$ cat src/rtl/uart_tx_buffered.sv
// Byte-wide FIFO feeding an 8N1 serializer; the serializer pops the head byte at
// the start of every frame and chains frames back-to-back while data is queued.
module uart_tx_buffered #(
  parameter int                      TIMER_BITS      = 32,
  parameter logic [TIMER_BITS-1:0]   CLOCKS_PER_BAUD = TIMER_BITS'(868),
  parameter int                      DEPTH_LOG2      = 4
) (
  input  logic                  clk,
  input  logic                  i_reset,
  input  logic                  i_wr,
  input  logic [7:0]            i_data,
  output logic                  o_full,
  output logic                  o_empty,
  output logic [DEPTH_LOG2:0]   o_count,
  output logic                  o_overflow,
  output logic                  o_busy,
  output logic                  o_tx
);

  localparam int                    DEPTH    = 1 << DEPTH_LOG2;
  localparam logic [DEPTH_LOG2:0]   FULL_CNT = (DEPTH_LOG2+1)'(DEPTH);
  localparam logic [TIMER_BITS-1:0] CPB_M1   = CLOCKS_PER_BAUD - 1'b1;

  localparam logic [1:0] S_IDLE  = 2'd0;
  localparam logic [1:0] S_START = 2'd1;
  localparam logic [1:0] S_DATA  = 2'd2;
  localparam logic [1:0] S_STOP  = 2'd3;

  logic [7:0]            mem [DEPTH];
  logic [DEPTH_LOG2-1:0] wr_ptr, rd_ptr;
  logic [DEPTH_LOG2:0]   count_nxt;
  logic                  push, pop;
  logic [7:0]            head;

  logic [1:0]            state;
  logic [TIMER_BITS-1:0] timer;
  logic                  timer_zero;
  logic [2:0]            bit_idx;
  logic [7:0]            shreg;

  assign head       = mem[rd_ptr];
  assign timer_zero = (timer == '0);
  // Occupancy flags are registered, so push/pop decisions use the count as seen at this edge.
  assign push = i_wr && !o_full;
  assign pop  = !o_empty && ((state == S_IDLE) || (state == S_STOP && timer_zero));

  always_comb begin
    count_nxt = o_count;
    case ({push, pop})
      2'b10:   count_nxt = o_count + 1'b1;
      2'b01:   count_nxt = o_count - 1'b1;
      default: count_nxt = o_count;
    endcase
  end

  always_ff @(posedge clk) begin
    if (push) mem[wr_ptr] <= i_data;
  end

  always_ff @(posedge clk) begin
    if (i_reset) begin
      wr_ptr     <= '0;
      rd_ptr     <= '0;
      o_count    <= '0;
      o_empty    <= 1'b1;
      o_full     <= 1'b0;
      o_overflow <= 1'b0;
    end else begin
      if (push)           wr_ptr     <= wr_ptr + 1'b1;
      if (pop)            rd_ptr     <= rd_ptr + 1'b1;
      if (i_wr && o_full) o_overflow <= 1'b1;
      o_count <= count_nxt;
      o_empty <= (count_nxt == '0);
      o_full  <= (count_nxt == FULL_CNT);
    end
  end

  always_ff @(posedge clk) begin
    if (i_reset) begin
      state   <= S_IDLE;
      timer   <= '0;
      bit_idx <= '0;
      shreg   <= '0;
      o_tx    <= 1'b1;
      o_busy  <= 1'b0;
    end else begin
      case (state)
        S_IDLE: begin
          if (pop) begin
            shreg  <= head;
            state  <= S_START;
            timer  <= CPB_M1;
            o_tx   <= 1'b0;
            o_busy <= 1'b1;
          end
        end
        S_START: begin
          if (timer_zero) begin
            state   <= S_DATA;
            timer   <= CPB_M1;
            bit_idx <= '0;
            o_tx    <= shreg[0];
          end else begin
            timer <= timer - 1'b1;
          end
        end
        S_DATA: begin
          if (timer_zero) begin
            timer <= CPB_M1;
            if (bit_idx == 3'd7) begin
              state <= S_STOP;
              o_tx  <= 1'b1;
            end else begin
              bit_idx <= bit_idx + 1'b1;
              shreg   <= {1'b0, shreg[7:1]};
              o_tx    <= shreg[1];
            end
          end else begin
            timer <= timer - 1'b1;
          end
        end
        S_STOP: begin
          // Chain straight into the next start bit when more data is waiting.
          if (timer_zero) begin
            if (pop) begin
              shreg <= head;
              state <= S_START;
              timer <= CPB_M1;
              o_tx  <= 1'b0;
            end else begin
              state  <= S_IDLE;
              o_busy <= 1'b0;
            end
          end else begin
            timer <= timer - 1'b1;
          end
        end
        default: state <= S_IDLE;
      endcase
    end
  end

endmodule

$ cat config.mk
export PLATFORM = sky130hd
export DESIGN_NAME = uart_tx_buffered
export DESIGN_NICKNAME = d
export VERILOG_FILES = /design/src/rtl/uart_tx_buffered.sv
export SDC_FILE = /design/constraint.sdc
export NUM_CORES = 1
export LEC_CHECK = 0
export ABC_AREA = 1
export BUFFER_PORTS_ARGS = -buffer_cell sky130_fd_sc_hd__buf_2
export CAP_MARGIN = 5
export CORE_ASPECT_RATIO = 0.75
export CORE_MARGIN = 4
export CORE_UTILIZATION = 50
export CTS_CLUSTER_SIZE = 8
export DETAILED_ROUTE_END_ITERATION = 16
export GPL_TIMING_DRIVEN = 1
export PLACE_DENSITY_LB_ADDON = 0.2
export SKIP_LAST_GASP = 1
export SYNTH_ARGS = -nofsm -noshare
export SYNTH_HDL_FRONTEND = slang
export SYNTH_SLANG_ARGS = --single-unit
export TNS_END_PERCENT = 5
$ cat constraint.sdc
create_clock -name clk -period 2.91 [get_ports clk]
set_input_delay 0.291 -clock clk [delete_from_list [all_inputs] [get_ports clk]]
set_output_delay 0.291 -clock clk [all_outputs]
set_load 0.05 [all_outputs]
==> flow_metrics.env, run 1 <==
export IMPL_io_pins=21
export IMPL_p_seq_frac=0.356
export IMPL_period_minus_slack_ns=2.67
export IMPL_die_w_um=162
export IMPL_htree_levels=4
export IMPL_syn_nets=1023
export IMPL_synthArstFlopShare=0
export IMPL_tns_ns=0
export IMPL_pwr_share_comb=0.413
export IMPL_place_area_sq_um=9530
export IMPL_timing_critical_path_fanout_max=4
export IMPL_port_buffers=20
export IMPL_netlist_area_sq_um=8940
export IMPL_powerDensity_nw_per_um2=961
export IMPL_synth_flop_cell="edfxtp_1"
export IMPL_yosysTopAreaCellShare=0.430
export IMPL_r2r_setup_slack_ns=0.24
export IMPL_outcome="finished, final reports clean"
export IMPL_dp_hpwl_um=13800
export IMPL_cts_made_buffers=17
export IMPL_maxSlewHeadroom=0.398
export IMPL_endpoint="o_empty"
export IMPL_wl_per_cell_um=16.1
export IMPL_synth_warnings=0
export IMPL_layout_drive_gt1_share=0.122
export IMPL_fin_skew_ns=0.0137
export IMPL_setup_viol=0
export IMPL_cp_data_required_time_ns=3.24
export IMPL_drt_iter0_drc=734
export IMPL_leakagePower_nw=4.01
export IMPL_p_sw_mw=4.06
export IMPL_vias_per_cell=5.32
export IMPL_post_route_drc_count=0
export IMPL_cpMostUsedCell="nand2_2"
export IMPL_cp_arrival_ns=3.00
export IMPL_num_fill_cells=1514
export IMPL_ys_seq_elements=195
export IMPL_max_stage_delay_ns=0.31
export IMPL_insertion_delay_ns=0.44
export IMPL_drv_slew=0
export IMPL_crit_path_top_delay_cell="dfxtp_1"
export IMPL_grt_max_degree=58
export IMPL_syn_instance_count=997
export IMPL_internal_power_mw=5.68
export IMPL_antenna_cells=0
export IMPL_hp_class="in2reg"
export IMPL_rr_endpoint="o_empty"
export IMPL_fin_nets=1065
export IMPL_cp_startpoint="timer[1]"
export IMPL_die_area_sq_um=20100
export IMPL_crit_path_end_kind="flop"
export IMPL_yosysTopAreaCell="edfxtp_1"
export IMPL_routed_via_count=6880
export IMPL_grt_usage=0.215
export IMPL_synth_edff_count=128
export IMPL_path_cells="inv_1, ha_2, nand2_2, nor2_4, nand2_2, nor2_4, nand2_2, nand2_2, nand2_2, inv_2, ha_4, xor2_2, ha_1, a21oi_1, or2_4, nor2_2, nand2_1, nand3_1, nand2_1, nand2_1, inv_1, nand3_1, nand2_1"
export IMPL_ant_nets=0
export IMPL_first_pass_iters=5
export IMPL_fmax_ghz=0.374
export IMPL_p_sw_frac=0.417
export IMPL_ir_drop_v=0.000656
export IMPL_finalHoldViolCount=0
export IMPL_synth_avg_cell_area_sq_um=8.97
export IMPL_overflow=0
export IMPL_ff2ff_path_depth=23
export IMPL_p_clk_frac=0.231
export IMPL_rows=42
export IMPL_tightestPinTransition_ns=0.900
export IMPL_critPathKind="reg2reg"
export IMPL_yosysSeqAreaShare=0.580
export IMPL_cp_start_kind="flop"
export IMPL_period_share=0.919
export IMPL_synth_cell_types=35
export IMPL_grt_pass1_wl_um=33200
export IMPL_clkSinkCount=195
export IMPL_start_util=0.508
export IMPL_ys_top_cells_by_area="edfxtp_1 43%, dfxtp_1 15%, nor2_1 8.9%"
export IMPL_coreArea_sq_um=17600
export IMPL_cts_reportedPaths_clkPinSlew_ns=0.08
export IMPL_final_cell_mix="207 x nor2_1, 177 x nand2_1, 128 x edfxtp_1"
export IMPL_drt_total_wl_um=20800
export IMPL_maxCapViolCount=0
export IMPL_cts_tree="done"
export IMPL_clockBufferDepth=2
export IMPL_fp_dieH_um=124
export IMPL_grt_pass1_vias=6237
export IMPL_globalplace_congestion=0.878
export IMPL_grt_antenna_before_repair=0
export IMPL_post_cts_setup_buffers=0
export IMPL_postLayoutCellArea_sq_um=10100
export IMPL_syn_to_final_growth_pct=13.3
export IMPL_clockRootBuffer="clkbuf_16"
export IMPL_final_common_cell="nor2_1"
export IMPL_worstReg2RegStart="timer[1]"
[what timing repair did]
action                                  CTS  global route
resized for setup                         0            10
endpoints found under the setup margin    0             3
hold buffers                              0             0
[critical path, delay by kind of cell, from the launching register on]
family | cells | cell delay [ns]
adders and majority gates | 3 | 0.51
AOI/OAI and AO/OA | 1 | 0.05
xor gates and xnor gates | 1 | 0.15
buffers and inverters | 3 | 0.19
DFF | 1 | 0.31
and+or+nand+nor | 15 | 1.35
[sequential cells by signal (all words and copies together), names as in the netlist, named ones only]
signal / cells
bit_idx: 3
mem: 128
o_busy: 1
o_count: 5
o_empty: 1
o_full: 1
o_overflow: 1
o_tx: 1
rd_ptr: 4
shreg: 8
state: 2
timer: 32
wr_ptr: 4
[kinds of logic after synthesis]
kind of cell	count (synthesis)	share of synthesized area
AOI/OAI and AO/OA	166	0.104
xor gates and xnor gates	20	0.0196
adders and majority gates	15	0.0210
buffers and inverters	116	0.0508
DFF	195	0.580
muxes	1	0.00112
and+or+nand+nor	484	0.224
[cell usage after synthesis (2+ instances only)]
library cell / instances
a21oi_1: 46
buf_1: 3
buf_2: 9
clkbuf_1: 26
dfxtp_1: 67
edfxtp_1: 128
ha_1: 15
inv_1: 76
nand2_1: 177
nand2_2: 7
nand2_4: 2
nand3_1: 61
nand4_1: 9
nor2_1: 213
nor2_2: 2
nor2_4: 3
nor3_1: 3
o211ai_1: 25
o21a_1: 2
o21ai_0: 84
o21bai_1: 3
o31ai_1: 2
or2_2: 4
xnor2_1: 6
xor2_1: 14
[worst min path at each step]
stage	depth (start not counted)	startpoint	slack [ns]	end
after global routing	3	i_wr	0.12	o_overflow
after CTS	3	i_wr	0.1	o_overflow
after global placement	2	o_overflow	0.45	o_overflow
final	3	i_wr	0.11	o_overflow
after floorplan	0	i_data[0]	0.39	mem[0][0]
after detailed placement	2	o_tx	0.44	o_tx
[metal layers]
layer,share of wire,GRT usage,vias to the layer above
met4,0.0094,0.0560,0
li1,-,-,3409
met1,0.51,0.337,3255
met5,0,0,-
met2,0.41,0.305,204
met3,0.062,0.0400,12
[metrics by stage]
stage / util / power (mW) / worst slack, ns / hold slack, ns / std cells
2_1_floorplan: - / 6.37 / -0.00650 / 0.390 / 997
3_3_place_gp: 0.541 / 7.42 / 0.141 / 0.446 / 1262
3_5_place_dp: 0.541 / 7.46 / 0.0660 / 0.440 / 1262
4_1_cts: 0.573 / 9.71 / 0.0512 / 0.0985 / 1294
5_1_grt: 0.576 / 10.5 / -0.00436 / 0.118 / 1294
6_report: 0.576 / 9.74 / 0.236 / 0.109 / 1294
[power by group through the flow]
stage | clock [mW] | combinational (mW) | sequential (mW)
floorplan | 0 | 2.81 | 3.56
global placement | 0 | 3.91 | 3.52
detailed placement | 0 | 3.94 | 3.52
CTS | 2.28 | 3.98 | 3.46
global route | 2.41 | 4.53 | 3.51
finish | 2.25 | 4.02 | 3.47
[layout make-up]
class | count | area [sq um] | area share
sequential | 195 | 5190 | 0.512
multi-input combinational | 686 | 3350 | 0.331
timing repair buffer | 62 | 440 | 0.0435
clock buffer | 17 | 425 | 0.0420
tap | 242 | 303 | 0.0299
inverter | 77 | 289 | 0.0285
clock inverter | 15 | 138 | 0.0136
Power figures use the tool's default switching activity.
==> run 2: changes to the inputs <==
- CORE_MARGIN: 4 -> 2
==> flow_metrics.env, run 2 (synthesized netlist as in run 1, its figures left out) <==
export IMPL_outcome="finished, final reports clean"
export IMPL_max_stage_delay_ns=0.34
export IMPL_tns_ns=0
export IMPL_largest_reg_flops=128
export IMPL_fin_skew_ns=0.00695
export IMPL_grt_pass1_vias=6231
export IMPL_cts_reportedPaths_clkPinSlew_ns=0.07
export IMPL_setup_viol=0
export IMPL_period_minus_slack_ns=2.68
export IMPL_crit_path_end_kind="flop"
export IMPL_syn_to_final_growth_pct=14.0
export IMPL_grt_max_degree=58
export IMPL_cts_tree="done"
export IMPL_port_buffers=20
export IMPL_top_usage_layer="met1"
export IMPL_cp_data_required_time_ns=3.22
export IMPL_coreArea_sq_um=17600
export IMPL_vias_per_cell=5.24
export IMPL_wl_per_cell_um=15.6
export IMPL_maxSlewHeadroom=0.431
export IMPL_largest_registers="mem x128, timer x32, shreg x8"
export IMPL_critPathKind="reg2reg"
export IMPL_p_total_mw=9.77
export IMPL_fmax_ghz=0.373
export IMPL_crit_path_top_delay_cell="dfxtp_1"
export IMPL_io_pins=21
export IMPL_grt_met3_usage=0.0448
export IMPL_clkSinkCount=195
export IMPL_maxCapViolCount=0
export IMPL_first_pass_iters=5
export IMPL_fin_nets=1073
export IMPL_final_cell_mix="204 x nor2_1, 176 x nand2_1, 128 x edfxtp_1"
export IMPL_hp_class="in2reg"
export IMPL_clockBufferDepth=2
export IMPL_cts_made_buffers=17
export IMPL_die_area_sq_um=19000
export IMPL_globalplace_congestion=0.866
export IMPL_hold_slack_ns=0.122
export IMPL_grt_usage=0.227
export IMPL_tightestPinTransition_ns=0.851
export IMPL_layout_drive_gt1_share=0.137
export IMPL_cp_arrival_ns=3.00
export IMPL_powerDensity_nw_per_um2=959
export IMPL_finalHoldViolCount=0
export IMPL_antenna_cells=0
export IMPL_num_fill_cells=1558
export IMPL_top_register="mem"
export IMPL_ant_nets=0
export IMPL_fp_dieH_um=120
export IMPL_grt_pass1_wl_um=32900
export IMPL_drt_total_wl_um=20300
export IMPL_post_route_drc_count=0
export IMPL_path_cells="nor2_1, nand2_4, nor2_4, nand2_2, nor2_4, nand2_2, nand2_2, nand2_2, inv_2, ha_4, xor2_2, ha_1, a21oi_1, or2_4, nor2_1, nand2_1, nand3_2, nand2_1, nand2_1, inv_1, nand3_1, nand2_1"
export IMPL_ir_drop_v=0.000679
export IMPL_routed_via_count=6824
export IMPL_drt_iter0_drc=636
export IMPL_grt_antenna_before_repair=0
export IMPL_period_share=0.922
export IMPL_leakagePower_nw=4.05
export IMPL_final_util=0.579
export IMPL_insertion_delay_ns=0.43
export IMPL_drv_slew=0
export IMPL_start_util=0.508
export IMPL_hold_buffers=0
export IMPL_timing_critical_path_fanout_max=4
export IMPL_die_w_um=158
export IMPL_htree_levels=4
export IMPL_clockRootBuffer="clkbuf_16"
export IMPL_overflow=0
export IMPL_seqCellArea_sq_um=5190
export IMPL_multi_input_area_sq_um=3380
export IMPL_cp_start_kind="flop"
export IMPL_rows=42
export IMPL_final_common_cell="nor2_1"
export IMPL_use_met1=0.368
export IMPL_use_met2=0.312
export IMPL_dp_hpwl_um=13600
run 2: per-layer routing:
layer  routed length (um)  share of wire
met1                10500           0.52
met2                 8290           0.41
met3                 1270          0.062
met4                  188         0.0093
met5                    0              0
run 2: metrics by stage:
| stage | instances | setup WS [ns] | area [sq um] |
|---|---|---|---|
| global placement | 1268 | 0.132 | 9550 |
| floorplan | 997 | -0.00650 | 8950 |
| CTS | 1300 | 0.0274 | 10100 |
| finish | 1302 | 0.226 | 10200 |
| global route | 1302 | -0.0431 | 10200 |
| detailed placement | 1268 | 0.0524 | 9550 |
run 2: final cells by class:
class,instances,area share
Tap cell,242,0.0297
Inverter,77,0.0284
Timing Repair Buffer,70,0.0466
Clock inverter,15,0.0124
Sequential cell,195,0.509
Multi-Input combinational cell,686,0.332
Clock buffer,17,0.0417
run 2: timing repair:
item / 4_1_cts / 5_1_grt
resized for setup: 0 / 22
setup buffers: 0 / 2
endpoints found under the setup margin: 0 / 4
run 2: report_power, final:
part | switching, mW | internal, mW | total, mW
Clock | 1.09 | 1.12 | 2.21
Sequential | 0.224 | 3.20 | 3.43
Combinational | 2.75 | 1.39 | 4.14
Total | 4.06 | 5.71 | 9.77
run 2: path summary, 6_finish.rpt:
path         slack (ns)  cells after the start      from         end
max reg2reg        0.23                     22  timer[3]     o_empty
min reg2reg        0.46                      2      o_tx        o_tx
max                0.23                     22  timer[3]     o_empty
min                0.12                      3      i_wr  o_overflow
run 2: critical path: cells and delay by family, from the launching register on:
family	cells	cell delay, ns
AOI/OAI and AO/OA	1	0.05
adders and majority gates	2	0.32
and+or+nand+nor	16	1.59
DFF	1	0.34
xor gates and xnor gates	1	0.15
buffers and inverters	2	0.12
==> run 3: changes to the inputs <==
- CORE_UTILIZATION: 50 -> 39
==> flow_metrics.env, run 3 (synthesized netlist as in run 1, its figures left out) <==
export IMPL_clkSinkCount=195
export IMPL_cts_tree="done"
export IMPL_htree_levels=4
export IMPL_grt_usage=0.184
export IMPL_pwr_share_comb=0.414
export IMPL_cpMostUsedCell="nand2_1"
export IMPL_post_route_drc_count=0
export IMPL_cp_startpoint="timer[24]"
export IMPL_start_util=0.401
export IMPL_tns_ns=0
export IMPL_routed_via_count=6774
export IMPL_first_pass_iters=5
export IMPL_r2r_setup_slack_ns=0.25
export IMPL_max_stage_delay_ns=0.36
export IMPL_top_register="mem"
export IMPL_die_area_sq_um=24200
export IMPL_timing_critical_path_fanout_max=4
export IMPL_place_area_sq_um=9630
export IMPL_setup_viol=0
export IMPL_fp_dieH_um=135
export IMPL_maxCapViolCount=0
export IMPL_grt_antenna_before_repair=0
export IMPL_io_pins=21
export IMPL_syn_to_final_growth_pct=15.3
export IMPL_final_common_cell="nor2_1"
export IMPL_dp_hpwl_um=14600
export IMPL_period_share=0.915
export IMPL_path_cells="nor2_2, nand2_1, nor2_1, nand2_1, nor2_4, nand2_2, nand2_2, nand2_2, inv_2, ha_4, xor2_2, ha_1, a21oi_1, or2_4, nor2_1, nand2_1, nand3_1, nand2_1, nand2_1, inv_1, nand3_1, nand2_1"
export IMPL_cts_reportedPaths_clkPinSlew_ns=0.08
export IMPL_clockRootBuffer="clkbuf_16"
export IMPL_clockBufferDepth=2
export IMPL_fin_skew_ns=0.0212
export IMPL_cp_start_kind="flop"
export IMPL_critPathKind="reg2reg"
export IMPL_ant_nets=0
export IMPL_period_minus_slack_ns=2.66
export IMPL_ir_drop_v=0.000538
export IMPL_p_sw_frac=0.423
export IMPL_fmax_ghz=0.376
export IMPL_wl_per_cell_um=15.9
export IMPL_drv_slew=0
export IMPL_antenna_cells=0
export IMPL_endpoint="o_empty"
export IMPL_layout_drive_gt1_share=0.129
export IMPL_fin_nets=1071
export IMPL_largest_reg_flops=128
export IMPL_grt_max_degree=42
export IMPL_hp_class="in2reg"
export IMPL_ff2ff_path_depth=22
export IMPL_die_w_um=179
export IMPL_p_sw_mw=4.24
export IMPL_cts_made_buffers=17
export IMPL_final_cell_mix="206 x nor2_1, 177 x nand2_1, 128 x edfxtp_1"
export IMPL_finalHoldViolCount=0
export IMPL_cp_arrival_ns=2.97
export IMPL_crit_path_end_kind="flop"
export IMPL_globalplace_congestion=0.833
export IMPL_powerDensity_nw_per_um2=972
export IMPL_maxSlewHeadroom=0.412
export IMPL_vias_per_cell=5.01
export IMPL_overflow=0
export IMPL_crit_path_top_delay_cell="dfxtp_1"
export IMPL_postLayoutCellArea_sq_um=10300
export IMPL_internal_power_mw=5.79
export IMPL_p_total_mw=10.0
export IMPL_rows=47
export IMPL_worstReg2RegStart="timer[24]"
export IMPL_hold_buffers=0
export IMPL_insertion_delay_ns=0.44
export IMPL_drt_total_wl_um=21500
export IMPL_final_util=0.463
export IMPL_outcome="finished, final reports clean"
export IMPL_tightestPinTransition_ns=0.876
export IMPL_p_seq_frac=0.342
export IMPL_leakagePower_nw=4.08
export IMPL_drt_iter0_drc=505
export IMPL_grt_pass1_wl_um=33900
export IMPL_p_clk_frac=0.244
export IMPL_grt_pass1_vias=6119
export IMPL_rr_endpoint="o_empty"
export IMPL_port_buffers=20
export IMPL_largest_registers="mem x128, timer x32, shreg x8"
export IMPL_coreArea_sq_um=22300
export IMPL_cp_data_required_time_ns=3.21
-- run 3: repair_timing --
action	4_1_cts	5_1_grt
resized for setup	0	14
setup buffers	0	0
endpoints found under the setup margin	0	3
-- run 3: critical path: cells and delay by family, from the launching register on --
kind	cells	cell delay [ns]
AOI/OAI and AO/OA	1	0.05
xor gates and xnor gates	1	0.15
adders and majority gates	2	0.32
buffers and inverters	2	0.12
DFF	1	0.36
and+or+nand+nor	16	1.54
-- run 3: power by group through the flow --
stage / Clock, mW / Sequential, mW / Combinational [mW]
floorplan: 0 / 3.56 / 2.81
global placement: 0 / 3.48 / 4.08
detailed placement: 0 / 3.48 / 4.08
CTS: 2.49 / 3.42 / 4.11
global route: 2.61 / 3.47 / 4.67
finish: 2.44 / 3.43 / 4.15
-- run 3: how the worst min path moves through the flow --
stage                           from    endpoint  cells after the start
after global placement    o_overflow  o_overflow                      2
after detailed placement  o_overflow  o_overflow                      2
final                           i_wr  o_overflow                      3
after global routing            i_wr  o_overflow                      3
after CTS                       i_wr  o_overflow                      3
after floorplan            i_data[0]   mem[0][0]                      0
-- run 3: routing by layer --
layer / vias up / GRT usage / part of all wire
met1: 3185 / 0.299 / 0.53
li1: 3423 / - / -
met5: - / 0 / 0
met4: 0 / 0.0397 / 0.0051
met2: 158 / 0.252 / 0.41
met3: 8 / 0.0297 / 0.053
-- run 3: cell type report --
class                           count  area, sq um
Tap cell                          294          368
Inverter                           77          289
Clock buffer                       17          425
Multi-Input combinational cell    686         3360
Timing Repair Buffer               68          473
Clock inverter                     15          206
Sequential cell                   195         5190
Fill cell                        2092        12000
-- run 3: metrics by stage --
stage / setup WS, ns / hold slack [ns] / cells
5_1_grt: -0.0156 / 0.106 / 1352
2_1_floorplan: -0.00650 / 0.390 / 997
3_3_place_gp: 0.0744 / 0.450 / 1320
4_1_cts: 0.0192 / 0.0811 / 1352
6_report: 0.248 / 0.0906 / 1352
3_5_place_dp: 0.0516 / 0.472 / 1320
